`src/rtl/eca_pkg.sv`:
```
// rtl/eca_pkg.sv - shared parameters, packer state type and parity-count clamp
package eca_pkg;

  localparam int W             = 4;
  localparam int PACKET_LENGTH = 2;
  localparam int M_MAX         = 4;
  localparam int M_MIN         = 2;
  localparam int PKT_W         = W * PACKET_LENGTH;
  localparam int OUTBUF_DATA_W = PKT_W * M_MAX;
  localparam int M_W           = $clog2(M_MAX + 1);

  typedef enum logic {
    PK_EMPTY,
    PK_FILL
  } pk_state_e;

  // Illegal parity counts fall back to the widest word.
  function automatic logic [M_W-1:0] clamp_m(input logic [M_W-1:0] m);
    if (int'(m) < M_MIN || int'(m) > M_MAX) begin
      return M_W'(M_MAX);
    end
    return m;
  endfunction

endpackage

```
`src/rtl/eca_sync_fifo.sv`:
```
// rtl/eca_sync_fifo.sv - synchronous FIFO with registered dout loaded on pop
module eca_sync_fifo #(
  parameter int DATA_W = 32,
  parameter int DEPTH  = 4,
  parameter int CNT_W  = $clog2(DEPTH + 1)
) (
  input  logic              clk,
  input  logic              rst_n,
  input  logic              push,
  input  logic [DATA_W-1:0] din,
  input  logic              pop,
  output logic [DATA_W-1:0] dout,
  output logic              full,
  output logic              empty,
  output logic [CNT_W-1:0]  count
);

  localparam int PTR_W = (DEPTH > 1) ? $clog2(DEPTH) : 1;

  logic [DATA_W-1:0] mem_q [DEPTH];
  logic [DATA_W-1:0] mem_d [DEPTH];
  logic [PTR_W-1:0]  wr_ptr_q, wr_ptr_d;
  logic [PTR_W-1:0]  rd_ptr_q, rd_ptr_d;
  logic [CNT_W-1:0]  count_q, count_d;
  logic [DATA_W-1:0] dout_q, dout_d;
  logic              push_ok, pop_ok;

  assign full    = (count_q == CNT_W'(DEPTH));
  assign empty   = (count_q == '0);
  assign count   = count_q;
  assign dout    = dout_q;
  assign push_ok = push && !full;
  assign pop_ok  = pop && !empty;

  // Pointers wrap naturally because DEPTH is a power of two.
  always_comb begin
    mem_d    = mem_q;
    wr_ptr_d = wr_ptr_q;
    rd_ptr_d = rd_ptr_q;
    count_d  = count_q;
    dout_d   = dout_q;
    if (push_ok) begin
      mem_d[wr_ptr_q] = din;
      wr_ptr_d        = wr_ptr_q + PTR_W'(1);
    end
    if (pop_ok) begin
      dout_d   = mem_q[rd_ptr_q];
      rd_ptr_d = rd_ptr_q + PTR_W'(1);
    end
    case ({push_ok, pop_ok})
      2'b10:   count_d = count_q + CNT_W'(1);
      2'b01:   count_d = count_q - CNT_W'(1);
      default: count_d = count_q;
    endcase
  end

  always_ff @(posedge clk or negedge rst_n) begin
    if (!rst_n) begin
      for (int i = 0; i < DEPTH; i++) begin
        mem_q[i] <= '0;
      end
      wr_ptr_q <= '0;
      rd_ptr_q <= '0;
      count_q  <= '0;
      dout_q   <= '0;
    end else begin
      mem_q    <= mem_d;
      wr_ptr_q <= wr_ptr_d;
      rd_ptr_q <= rd_ptr_d;
      count_q  <= count_d;
      dout_q   <= dout_d;
    end
  end

endmodule

```
`src/rtl/eca_outbuf.sv`:
```
// rtl/eca_outbuf.sv - packs engine parity packets into words and serves them to the user
module eca_outbuf
  import eca_pkg::*;
#(
  parameter int DEPTH = 4,
  parameter int CNT_W = $clog2(DEPTH + 1)
) (
  input  logic                     clk,
  input  logic                     rst_n,
  input  logic                     eca_en,
  input  logic [M_W-1:0]           m_val,
  input  logic                     eng_wr_val,
  output logic                     eng_wr_rdy,
  input  logic [PKT_W-1:0]         eng_wr_data,
  input  logic                     eng_wr_last,
  input  logic                     outbuf_rd_req,
  output logic                     outbuf_rd_data_val,
  output logic [OUTBUF_DATA_W-1:0] outbuf_rd_data,
  output logic                     outbuf_full,
  output logic                     outbuf_empty,
  output logic [CNT_W-1:0]         outbuf_count,
  output logic                     rd_underflow
);

  pk_state_e                state_q, state_d;
  logic [M_W-1:0]           slot_q, slot_d;
  logic [M_W-1:0]           m_lat_q, m_lat_d;
  logic [M_W-1:0]           m_cur;
  logic [OUTBUF_DATA_W-1:0] pack_q, pack_d;
  logic [OUTBUF_DATA_W-1:0] word;
  logic                     rd_data_val_q, rd_data_val_d;
  logic                     rd_underflow_q, rd_underflow_d;
  logic                     accept, close, pop;
  logic                     fifo_full, fifo_empty;

  // Acceptance is blocked while full even if a pop happens in the same cycle.
  assign eng_wr_rdy = eca_en && !fifo_full;
  assign accept     = eng_wr_val && eng_wr_rdy;
  assign pop        = outbuf_rd_req && !fifo_empty;

  always_comb begin
    state_d = state_q;
    slot_d  = slot_q;
    m_lat_d = m_lat_q;
    pack_d  = pack_q;
    m_cur   = (state_q == PK_EMPTY) ? clamp_m(m_val) : m_lat_q;
    word    = pack_q;
    word[int'(slot_q) * PKT_W +: PKT_W] = eng_wr_data;
    close   = accept && (eng_wr_last || (slot_q == m_cur - M_W'(1)));
    if (accept) begin
      if (state_q == PK_EMPTY) begin
        m_lat_d = m_cur;
      end
      if (close) begin
        state_d = PK_EMPTY;
        slot_d  = '0;
        pack_d  = '0;
      end else begin
        state_d = PK_FILL;
        slot_d  = slot_q + M_W'(1);
        pack_d  = word;
      end
    end
  end

  always_comb begin
    rd_data_val_d  = pop;
    rd_underflow_d = outbuf_rd_req && fifo_empty;
  end

  always_ff @(posedge clk or negedge rst_n) begin
    if (!rst_n) begin
      state_q        <= PK_EMPTY;
      slot_q         <= '0;
      m_lat_q        <= M_W'(M_MAX);
      pack_q         <= '0;
      rd_data_val_q  <= 1'b0;
      rd_underflow_q <= 1'b0;
    end else begin
      state_q        <= state_d;
      slot_q         <= slot_d;
      m_lat_q        <= m_lat_d;
      pack_q         <= pack_d;
      rd_data_val_q  <= rd_data_val_d;
      rd_underflow_q <= rd_underflow_d;
    end
  end

  eca_sync_fifo #(
    .DATA_W (OUTBUF_DATA_W),
    .DEPTH  (DEPTH),
    .CNT_W  (CNT_W)
  ) u_fifo (
    .clk   (clk),
    .rst_n (rst_n),
    .push  (close),
    .din   (word),
    .pop   (pop),
    .dout  (outbuf_rd_data),
    .full  (fifo_full),
    .empty (fifo_empty),
    .count (outbuf_count)
  );

  assign outbuf_full        = fifo_full;
  assign outbuf_empty       = fifo_empty;
  assign outbuf_rd_data_val = rd_data_val_q;
  assign rd_underflow       = rd_underflow_q;

endmodule

```
`config.mk`:
```
export PLATFORM = sky130hd
export DESIGN_NAME = eca_outbuf
export DESIGN_NICKNAME = d
export VERILOG_FILES = /design/src/rtl/eca_pkg.sv /design/src/rtl/eca_sync_fifo.sv /design/src/rtl/eca_outbuf.sv
export SDC_FILE = /design/constraint.sdc
export NUM_CORES = 1
export LEC_CHECK = 0
export BUFFER_PORTS_ARGS = -buffer_cell sky130_fd_sc_hd__buf_2
export CORE_ASPECT_RATIO = 1.4
export CORE_MARGIN = 5
export CORE_UTILIZATION = 30
export DETAILED_ROUTE_END_ITERATION = 12
export GPL_ROUTABILITY_DRIVEN = 0
export PLACE_DENSITY = 0.46
export SYNTH_ARGS = -nofsm -noshare
export SYNTH_HDL_FRONTEND = slang
export SYNTH_SLANG_ARGS = --single-unit
```
`constraint.sdc`:
```
create_clock -name clk -period 5.35 [get_ports clk]
set_input_delay 0.2675 -clock clk [delete_from_list [all_inputs] [get_ports clk]]
set_output_delay 0.2675 -clock clk [all_outputs]
set_load 0.01 [all_outputs]
```
==> results.md <==
- Die Ht: 216.7 um
- Critical path fanouts, max: 18
- Post-CTS Resized: 0
- Ys flop type: dfrtp_1
- Clock slew seen by the registers of the worst setup and hold paths: 0.06 ns
- CP Launch Type: register
- Synth Area in Simple Gates: 0.02009
- Post-synthesis sequential area ratio: 0.5688
- Vias in the first global route: 5946
- Reg area: 5207 um2
- Total length of routed wires: 21480 um
- CTS Buf Count: 23
- DRC viols: 0
- CTS tree: yes
- Top achievable clock speed: 277.1 MHz
- VDD IR max: 0.1448 mV
- Initial Util: 0.3048
- Leakage power: 0.005155 uW
- Routed wire length per instance: 20.38 um
- Largest family of logic cells by synthesized area: multiplexers
- WS Path Type: register to register
- Initial antenna violation count: 0
- Die Wd: 157.6 um
- Hold wc startpoint: m_val[1]
- Clk sinks: 208
- Reg2reg end: u_fifo.mem_q[73]$_DFFE_PN0P_
- Share of synthesized registers carrying an async set or reset: 1.000
- Fillers: 2855
- H-tree Lvls: 1
- Mean Syn Cell Area: 15.57 um2
- Max_cap viols: 0
- Core box area: 30030 um2
- Setup Buffers After CTS: 0
- Vias: 5283
- Most frequent cells in the layout: dfrtp_1 (206), mux2_2 (159), buf_2 (55)
- Design area: 10700 um2
- 1st-iter DRT viols: 193
- Dpl hpwl: 13590 um
- Die Area: 34160 um2
- R2R Setup Slk: 1.74 ns
- Crit path required time: 5.74 ns
- ANT nets after route: 0
- Multi-input combinational cell area: 3770 um2
- Final setup fails: 0
- Slew Limit Headroom: 0.2848
- Post-Syn Area: 9154 um2
- Critical path arrival: 4.00 ns
- Diodes inserted: 0
- Outcome: finished clean
- Worst r2r path cells: 9
- EDFF count, synth: 0
- CP Cell Sequence: nor4bb_1 > nor2_1 > ha_1 > xnor2_1 > nor3_1 > o2111ai_4 > a211oi_4 > buf_12 > mux2_2
- Final period util: 0.6745
- Synth warnings: 0
- Drt pass-1 iters: 4
- Synth unique cells: 38
- Clk buf depth: 3
- XOR/XNOR Fraction of Synth Area: 0.007654
- Layout area overhead: 16.91%
- Number of synthesized register bits: 208
- Post-Route Setup TNS: 0 ns
- Io pins: 57
- Crit end category: register
- Vias/cell: 5.012
- Final layout net count: 682
- Setup Skew: 0.008139 ns
- Pin count of the biggest net entering global routing: 124
- Global-route wire length before repair: 34570 um
- Syn Inst Count: 588
- DP Area: 9942 um2
- Min cycle time layout: 3.609 ns
- Port bufs: 56
- Total global routing overflow: 0
- Slowest cell delay on critical path: 0.95 ns
- Row count: 75
- Hold Path Stages: 3
- Total GRT Usage: 0.1293
- Hold endpoint: m_lat_q[1]$_DFFE_PN0P_
- PwrDens: 423.8 nW/um2
- RSZ-0062 raised after global routing: no
- Pre-CTS setup slack: 1.672 ns
- R2R Path Start: state_q$_DFFE_PN0P_
- Mux contribution to synthesized area: 0.2866
- Final Hold Fails: 0
- Clk Latency, worst-skew pair: 0.51 ns
- Adder-cell share of the synthesized area: 0.01859
- Syn Nets: 618
- Hold-fix buffers, CTS: 2
- Layout cells sized above 1: 0.4604
- Worst setup margin: 1.741 ns
- Worst-Margin Slew: 1.073 ns
- Max-slew violation count: 0
- Commonest non-fill, non-tap cell in the layout: dfrtp_1
- Worst hold path class: primary input to register
- CP max stage cell: a211oi_4
- Compound-Gate Fraction of Synth Area: 0.07436
- Root Buffer Master: clkbuf_16
[cells by family after synthesis]
kind of cell             count (synthesis)
multiplexers                           201
AND/OR/NAND/NOR                         36
XOR/XNOR                                 8
flip-flops                             208
buffers and inverters                   49
adder cells (fa/ha/maj)                 13
AO/OA/AOI/OAI                           73
[critical path: cells and delay by family (launching register included)]
family                   cells  cell delay (ns)
AO/OA/AOI/OAI                2             1.21
multiplexers                 1             0.35
XOR/XNOR                     1             0.15
adder cells (fa/ha/maj)      1             0.21
flip-flops                   1             0.45
AND/OR/NAND/NOR              3             0.84
buffers and inverters        1             0.26
[Yosys cell counts, types with 2 or more instances]
cell type	instances	area share
dfrtp_1	207	0.57
mux2_2	159	0.20
a32o_1	34	0.037
mux4_2	32	0.079
a22o_1	24	0.023
clkbuf_1	16	0.0066
inv_1	14	0.0057
ha_1	12	0.016
nand2_1	11	0.0045
buf_2	10	0.0055
mux2_1	10	0.012
nor2_1	8	0.0033
buf_1	5	0.0021
o21ai_0	5	0.0027
xnor2_1	5	0.0048
a211oi_2	3	0.0041
and2_1	3	0.0021
buf_6	3	0.0037
nor3_1	3	0.0016
xor2_1	3	0.0029
a21oi_1	2	0.0011
nand4_1	2	0.0014
o21a_1	2	0.0016
[area by class of cell]
type,instances,area share
inverters,15,0.005261
multi-input cells,331,0.3523
repair buffers,73,0.04174
flip-flops and latches,208,0.4866
clock buffers,34,0.06232
well taps,385,0.04501
clock inverters,8,0.006781
[worst max-delay path by stage]
stage / from / endpoint / slack, ns / cells past startpoint
after floorplan: state_q$_DFFE_PN0P_ / u_fifo.count[2]$_DFFE_PN0P_ / 2.25 / 14
after global routing: state_q$_DFFE_PN0P_ / u_fifo.mem_q[67]$_DFFE_PN0P_ / 1.49 / 9
after CTS: state_q$_DFFE_PN0P_ / u_fifo.mem_q[73]$_DFFE_PN0P_ / 1.67 / 9
final: state_q$_DFFE_PN0P_ / u_fifo.mem_q[73]$_DFFE_PN0P_ / 1.74 / 9
after global placement: state_q$_DFFE_PN0P_ / u_fifo.mem_q[82]$_DFFE_PN0P_ / 1.81 / 9
after detailed placement: state_q$_DFFE_PN0P_ / u_fifo.mem_q[82]$_DFFE_PN0P_ / 1.67 / 9
[report_power, final]
part           internal (uW)  switching (uW)
Sequential              1760             148
Clock                    913             630
Combinational            467             621
[stage by stage]
step	total power, uW	utilization	instances	hold slack (ns)
3_3_place_gp	3021	0.3311	1010	0.4626
2_1_floorplan	2651	-	588	-0.02809
4_1_cts	4638	0.3564	1054	0.03460
6_report	4535	0.3564	1054	0.05716
3_5_place_dp	3060	0.3311	1010	0.4691
5_1_grt	4792	0.3564	1054	0.04612
[state kept, by name, summed over array words and instances, names as in the netlist]
signal and cells:
u_fifo.wr_ptr_q 2, pack_q 32, outbuf_rd_data_val 1, m_lat_q 3, u_fifo.mem_q 128, state_q 1, u_fifo.count 3, u_fifo.rd_ptr_q 2
u_fifo.dout 32, slot_q 3, rd_underflow 1
[per-layer routing]
| metal | vias up | GRT usage | routed length, um |
|---|---|---|---|
| li1 | 2355 | - | - |
| met1 | 2792 | 0.1589 | 8647 |
| met2 | 99 | 0.2274 | 11400 |
| met3 | 37 | 0.01776 | 746 |
| met4 | 0 | 0.05022 | 684 |
| met5 | - | 0 | 0 |
Power figures use the tool's default switching activity.
